$ cat src/rtl/rgb_led_sequencer.sv
// RGB status LED sequencer: static, blink, colour-cycle and triggered burst modes.
// Optional brightness PWM gating is built in when LED_PWM_EN is defined.
module rgb_led_sequencer #(
  parameter int TICK_DIV = 1,
  parameter int DWELL    = 2,
  parameter int BURST_N  = 3
) (
  input  logic       clk,
  input  logic       rst,
  input  logic       en,
  input  logic [1:0] mode,
  input  logic [1:0] color_sel,
  input  logic       start,
`ifdef LED_PWM_EN
  input  logic [3:0] brightness,
`endif
  output logic       busy,
  output logic       done,
  output logic       led4_b,
  output logic       led4_g,
  output logic       led4_r
);

  localparam int TW = (TICK_DIV > 1) ? $clog2(TICK_DIV) : 1;
  localparam int DW = (DWELL    > 1) ? $clog2(DWELL)    : 1;
  localparam int BW = (BURST_N  > 1) ? $clog2(BURST_N)  : 1;
  localparam logic [TW-1:0] TICK_LAST  = TW'(TICK_DIV - 1);
  localparam logic [DW-1:0] DWELL_LAST = DW'(DWELL - 1);
  localparam logic [BW-1:0] BURST_LAST = BW'(BURST_N - 1);

  typedef enum logic [1:0] {IDLE, ON, OFF} state_e;

  state_e          state_q, state_d;
  logic [TW-1:0]   tick_q, tick_d;
  logic [DW-1:0]   dwell_q, dwell_d;
  logic [1:0]      idx_q, idx_d;
  logic [BW-1:0]   burst_q, burst_d;
  logic [1:0]      mode_q;
  logic            busy_q, busy_d;
  logic            done_q, done_d;
  logic [2:0]      led_q, led_d;
  logic            tick, phase_end, restart;

  // {b,g,r}; shared by colour select and cycle index
  function automatic logic [2:0] color_of(input logic [1:0] c);
    case (c)
      2'b00:   color_of = 3'b111;
      2'b01:   color_of = 3'b001;
      2'b10:   color_of = 3'b010;
      default: color_of = 3'b011;
    endcase
  endfunction

  assign tick      = (tick_q == TICK_LAST);
  assign phase_end = tick && (dwell_q == DWELL_LAST);
  assign restart   = (mode != mode_q);

  always_comb begin
    state_d = state_q;
    tick_d  = tick_q;
    dwell_d = dwell_q;
    idx_d   = idx_q;
    burst_d = burst_q;
    busy_d  = busy_q;
    done_d  = 1'b0;
    if (!en || restart) begin
      state_d = (!en || mode == 2'b11) ? IDLE : ON;
      tick_d  = '0;
      dwell_d = '0;
      idx_d   = '0;
      burst_d = '0;
      busy_d  = 1'b0;
    end else begin
      if (state_q != IDLE) begin
        tick_d = tick ? '0 : tick_q + 1'b1;
        if (tick) dwell_d = phase_end ? '0 : dwell_q + 1'b1;
      end
      case (state_q)
        IDLE: begin
          // timing held at zero so every entry into ON gets a full phase
          tick_d  = '0;
          dwell_d = '0;
          if (mode != 2'b11) begin
            state_d = ON;
          end else if (start) begin
            state_d = ON;
            burst_d = '0;
            busy_d  = 1'b1;
          end
        end
        ON: begin
          if (phase_end) begin
            if (mode == 2'b10) idx_d = idx_q + 2'd1;
            else if (mode[0]) state_d = OFF;
          end
        end
        OFF: begin
          if (phase_end) begin
            if (mode == 2'b11 && burst_q == BURST_LAST) begin
              state_d = IDLE;
              busy_d  = 1'b0;
              done_d  = 1'b1;
            end else begin
              if (mode == 2'b11) burst_d = burst_q + 1'b1;
              state_d = ON;
            end
          end
        end
        default: state_d = IDLE;
      endcase
    end
    led_d = 3'b000;
    if (state_d == ON) led_d = (mode == 2'b10) ? color_of(idx_d) : color_of(color_sel);
  end

`ifdef LED_PWM_EN
  logic [3:0] pwm_q;
  logic       gate;
  assign gate = (brightness == 4'hF) || (pwm_q < brightness);
`endif

  always_ff @(posedge clk) begin
    if (rst) begin
      state_q <= IDLE;
      tick_q  <= '0;
      dwell_q <= '0;
      idx_q   <= '0;
      burst_q <= '0;
      mode_q  <= 2'b00;
      busy_q  <= 1'b0;
      done_q  <= 1'b0;
      led_q   <= 3'b000;
`ifdef LED_PWM_EN
      pwm_q   <= 4'd0;
`endif
    end else begin
      state_q <= state_d;
      tick_q  <= tick_d;
      dwell_q <= dwell_d;
      idx_q   <= idx_d;
      burst_q <= burst_d;
      mode_q  <= mode;
      busy_q  <= busy_d;
      done_q  <= done_d;
`ifdef LED_PWM_EN
      pwm_q   <= pwm_q + 4'd1;
      led_q   <= led_d & {3{gate}};
`else
      led_q   <= led_d;
`endif
    end
  end

  assign busy = busy_q;
  assign done = done_q;
  assign {led4_b, led4_g, led4_r} = led_q;

endmodule

$ cat config.mk
export PLATFORM = sky130hd
export DESIGN_NAME = rgb_led_sequencer
export DESIGN_NICKNAME = d
export VERILOG_FILES = /design/src/rtl/rgb_led_sequencer.sv
export SDC_FILE = /design/constraint.sdc
export NUM_CORES = 1
export LEC_CHECK = 0
export CAP_MARGIN = 25
export CORE_MARGIN = 5
export CORE_UTILIZATION = 30
export DETAILED_ROUTE_END_ITERATION = 8
export SLEW_MARGIN = 40
export SYNTH_ARGS = -nofsm -noshare
export SYNTH_HDL_FRONTEND = slang
export SYNTH_SLANG_ARGS = --single-unit
$ cat constraint.sdc
create_clock -name clk -period 2.2 [get_ports clk]
set_clock_uncertainty 0.2 [all_clocks]
set_input_delay 0.22 -clock clk [delete_from_list [all_inputs] [get_ports clk]]
set_output_delay 0.22 -clock clk [all_outputs]
set_load 0.01 [all_outputs]
==> metrics, run 1 <==
outcome finished clean; Mapped Cells between 80 and 90; Num CTS Buffers 3; io pins 13; First DRT Iteration DRCs 2; antenna violations before repair 0; final setup fails 0; ys async rst share 0; initial core utilization 0.310; Slew Limit Headroom 0.702; YS warnings 0; Avg Vias per Cell roughly 4.8; FP Rows 18; CTS max path bufs 2; Final nets approximately 110; period utilization 0.850; LEAKAGE 0.317 nW; CTS Root Cell clkbuf_4; final worst slack 0.330 ns; ANT nets after route 0; sequential share of the synthesized area 0.371; postcts setup bufs 0; Worst-path clk slew 0.09 ns; area delta synth->final 23.2%; clk_lat worst skew roughly 0.28 ns; Cell variety after synth 34; Power per Cell Area roughly 560 nW/um^2; Synth area leaders dfxtp_1, nor2_1, xnor2_2, mux2i_1, a21oi_1; Post-Syn Area 754 sq um; Yosys top cell by area dfxtp_1; RSZ-0062 raised after global routing no; Yosys top cell area share 0.371; detailed-placement wirelength estimate between 1000 and 1500 um; transition time of the tightest slew-check pin between 0.4 and 0.5 ns; max-cap violations 0; CTS tree yes; Syn Nets 94; DP Worst Slack between 0.03 and 0.04 ns; top_reg_cell synth dfxtp_1; htree depth 1; final hold violations 0; DRC 0; f_max roughly 0.53 GHz; critical path type in2reg; syn avg cell area 8.88 sq um; first-pass GRT wire length between 2000 and 3000 um; Hold Buf Count CTS 0; EDFF count, synth 0; critical-path maximum fanout 11; vias in the first global route roughly 630; drt first pass iters 4; Worst setup EP type flip-flop; Tot Pwr 0.519 mW; Final min period about 1.9 ns; # clock sinks 14; Hold Path Class reg2reg; Routability Congestion between 0.7 and 0.8; die width 60.2 um; Final TNS setup 0 ns; die area about 3600 sq um; GRT Util Overall 0.0935; top-count cell post-synth dfxtp_1; total global routing overflow 0; CP Data Required Time between 2 and 2.5 ns; Core Area ~2400 sq um; final wirelength 1540 um; layout cells sized above 1 0.101; post_cts resized 0; PortBufs 12; Final Slew Violations 0; top post-synthesis cells by count dfxtp_1, nor2_1, a21oi_1; peak supply drop ~0.30 mV; critical path arrival 1.85 ns; DR vias around 620; pin count of the biggest net entering global routing 12; antenna cells 0; Die Y between 60 and 70 um; Synth Register Bits 14; routed len/inst between 10 and 15 um; type of origin of the critical path input pin
==> per-stage QoR <==
stage	hold WS, ns	cells	area [sq um]	util
floorplan	0.0916	85	754	-
global placement	0.279	125	893	0.367
global route	0.339	129	930	0.382
finish	0.305	129	930	0.382
detailed placement	0.286	125	893	0.367
CTS	0.313	129	930	0.382
==> path summary, 6_finish.rpt <==
kind,from,to,slack [ns],cells past startpoint
worst min-delay path,busy,busy,0.30,2
worst min register to register,busy,busy,0.30,2
worst max-delay path,mode[0],led_q[2],0.33,5
worst max register to register,dwell_q,led_q[2],0.44,4
==> state kept, by name (all words and copies together) (netlist names) <==
name and cells:
led_q 3, burst_q 2, idx_q 2, mode_q 2, state_q 2, busy 1
done 1, dwell_q 1
==> area by class of cell <==
cell class	count	area, sq um
Clock buffer	4	36.3
Fill cell	270	1500
Inverter	4	15.0
Multi-Input combinational cell	63	425
Sequential cell	14	280
Tap cell	30	37.5
Timing Repair Buffer	14	135
==> per-layer routing <==
metal / GRT usage / wire [um]
met2: 0.159 / 770
met1: 0.109 / 706
met5: 0 / 0
met3: 0.0324 / 67
met4: 0.0285 / 0
==> power breakdown <==
group	internal, mW	switching [mW]	total, mW
clock network	0.101	0.0856	0.186
registers	0.261	0.00596	0.267
logic	0.0370	0.0293	0.0663
==> kinds of logic (layout without fill, tap and decap cells) <==
group	Yosys count	in the layout	share of synthesized area
AOI/OAI and AO/OA	15	15	0.143
xor gates and xnor gates	5	5	0.0779
adders and majority gates	1	1	0.0166
buffers and inverters	8	22	0.0647
DFF	14	14	0.371
muxes	3	3	0.0398
and+or+nand+nor	39	39	0.287
==> cells in the final DEF, fill, tap and decap left out, types with 2 or more instances in the layout <==
cell,count
nand2b_1,4
a21oi_1,5
nand3b_1,3
xor2_1,2
nor2b_1,4
nand4_1,2
buf_4,2
mux2i_1,3
nand3_1,2
dfxtp_1,14
nor2_1,11
and3b_1,2
nor3_1,3
inv_1,4
nand2_1,4
xnor2_2,2
clkdlybuf4s50_1,12
clkbuf_4,3
==> worst max-delay path, stage by stage <==
cell and delay (ns):
clkdlybuf4s50_1 0.72, nand2_1 0.10, o311a_1 0.30, o21bai_1 0.26, o2bb2a_2 0.25
No activity file was read; power rests on OpenSTA's default activity.
==> run 2: changes to the inputs <==
--- a/config.mk
+++ b/config.mk
@@ -6,9 +6,11 @@
 export NUM_CORES = 1
 export LEC_CHECK = 0
 export CAP_MARGIN = 25
-export CORE_MARGIN = 5
+export CORE_MARGIN = 10
 export CORE_UTILIZATION = 30
+export CTS_CLUSTER_DIAMETER = 50
 export DETAILED_ROUTE_END_ITERATION = 8
+export HOLD_SLACK_MARGIN = 0.05
 export SLEW_MARGIN = 40
 export SYNTH_ARGS = -nofsm -noshare
 export SYNTH_HDL_FRONTEND = slang
==> run 2 against run 1 <==
Effect of this change: utilization increased by 0.051 points; non-clock buffer count increased by 2; register-to-register slack got worse by 0.02 ns; combinational power increased by 3.6%; first-iteration DRC count increased to 14 times the previous value; setup slack improved by 0.087 ns; maximum frequency increased by 4.9%; via count increased by 1.9%; flip-flop and latch count unchanged; die area increased by 36%; largest cell class unchanged; largest power group unchanged; highest routed layer is now met4.
==> metrics, run 2 (same netlist as run 1, synthesis figures left out) <==
FP Rows 18; PortBufs 12; Biggest register led_q; critical path type in2reg; Routability Congestion 0.736; routed len/inst about 12 um; Core Area roughly 2400 sq um; clk_lat worst skew around 0.27 ns; detailed-placement wirelength estimate roughly 1200 um; critical path arrival roughly 1.8 ns; Power per Cell Area 511 nW/um^2; CTS tree yes; drt first pass iters 4; number of flip-flops in the largest register 3; Hold Crit Endpoint busy; Num CTS Buffers 3; Final nets 111; Util after Layout 0.383; critical-path maximum fanout 9; hold depth 2; post_cts resized 0; max-cap violations 0; LEAKAGE 0.320 nW; most frequent cells in the layout dfxtp_1, clkdlybuf4s50_1, nor2_1, a21oi_1; Worst-path clk slew around 0.08 ns; register area between 200 and 300 sq um; io pins 13; first-pass GRT wire length between 2000 and 3000 um; Hold Buf Count CTS 0; CP startpoint mode[1]; peak supply drop roughly 0.34 mV; Reg-to-Reg End led_q[2]; Die Y 70.2 um; area of the multi-input gates 425 sq um; htree depth 1; period utilization 0.810; DR vias around 640; GRT Util Overall 0.0665; Final Slew Violations 0; total global routing overflow 0; layout cells sized above 1 0.110; initial core utilization 0.310; antenna cells 0; antenna violations before repair 0; CTS max path bufs 2; vias in the first global route just over 600; CTS Root Cell clkbuf_4; min-delay src busy; f_max 0.561 GHz; die width between 70 and 80 um; fillers about 270; transition time of the tightest slew-check pin roughly 0.44 ns; postcts setup bufs 0; Final min period 1.78 ns; First DRT Iteration DRCs 27; final setup fails 0; # clock sinks 14; area delta synth->final 23.4%; DRC 0; Hold Path Class reg2reg; Worst setup EP type flip-flop; type of origin of the critical path input pin; RR Startpoint state_q[0]; pin count of the biggest net entering global routing 10; ANT nets after route 0; most common cell after layout, fill and taps aside dfxtp_1; reg-to-reg slack, setup approximately 0.42 ns; Reg2Reg Depth 4; CP Data Required Time between 2 and 2.5 ns; final hold violations 0; Final TNS setup 0 ns; Slew Limit Headroom 0.702; final wirelength between 1500 and 2000 um; Avg Vias per Cell 4.89; die area 4920 sq um; outcome finished clean; RSZ-0062 raised after global routing no
[run 2: worst max-delay path: stages]
cell and delay, ns:
clkdlybuf4s50_1 0.63, nand2_1 0.08, o311a_1 0.30, o21bai_1 0.27, o2bb2a_2 0.25
[run 2: worst max-delay path by stage]
stage | cells after the start | to | slack (ns)
5_1_grt | 4 | led_q[2] | 0.30
3_5_place_dp | 5 | led_q[2] | 0.14
4_1_cts | 6 | led_q[2] | 0.43
3_3_place_gp | 6 | led_q[2] | 0.18
2_1_floorplan | 5 | led_q[0] | 0.65
6_report | 5 | led_q[2] | 0.42
[run 2: report_power, final]
part           leakage [nW]  internal (mW)  switching, mW
registers             0.114          0.261        0.00615
logic                 0.192         0.0394         0.0293
clock network        0.0138         0.0633         0.0769
total                 0.320          0.363          0.112
[run 2: cell type report]
cell class	instances	share of cell area
Multi-Input combinational cell	63	0.457
Clock buffer	3	0.0242
Sequential cell	14	0.301
Tap cell	30	0.0403
Timing Repair Buffer	16	0.161
Inverter	4	0.0161
[run 2: through the flow]
step / setup WS [ns] / total power [mW] / cell area (sq um) / hold WS [ns] / std cells
after floorplan: 0.649 / 0.311 / 754 / 0.0916 / 85
after global placement: 0.184 / 0.341 / 908 / 0.277 / 127
after detailed placement: 0.143 / 0.341 / 908 / 0.283 / 127
after CTS: 0.430 / 0.484 / 931 / 0.299 / 130
after global routing: 0.298 / 0.510 / 931 / 0.319 / 130
final: 0.417 / 0.476 / 931 / 0.302 / 130
[run 2: per-layer routing]
layer / global-route usage / vias to the layer above / part of all wire
met4: 0.0132 / 0 / 0.0084
met5: 0 / - / 0
met1: 0.0763 / 292 / 0.46
li1: - / 328 / -
met3: 0.0438 / 2 / 0.090
met2: 0.101 / 14 / 0.44
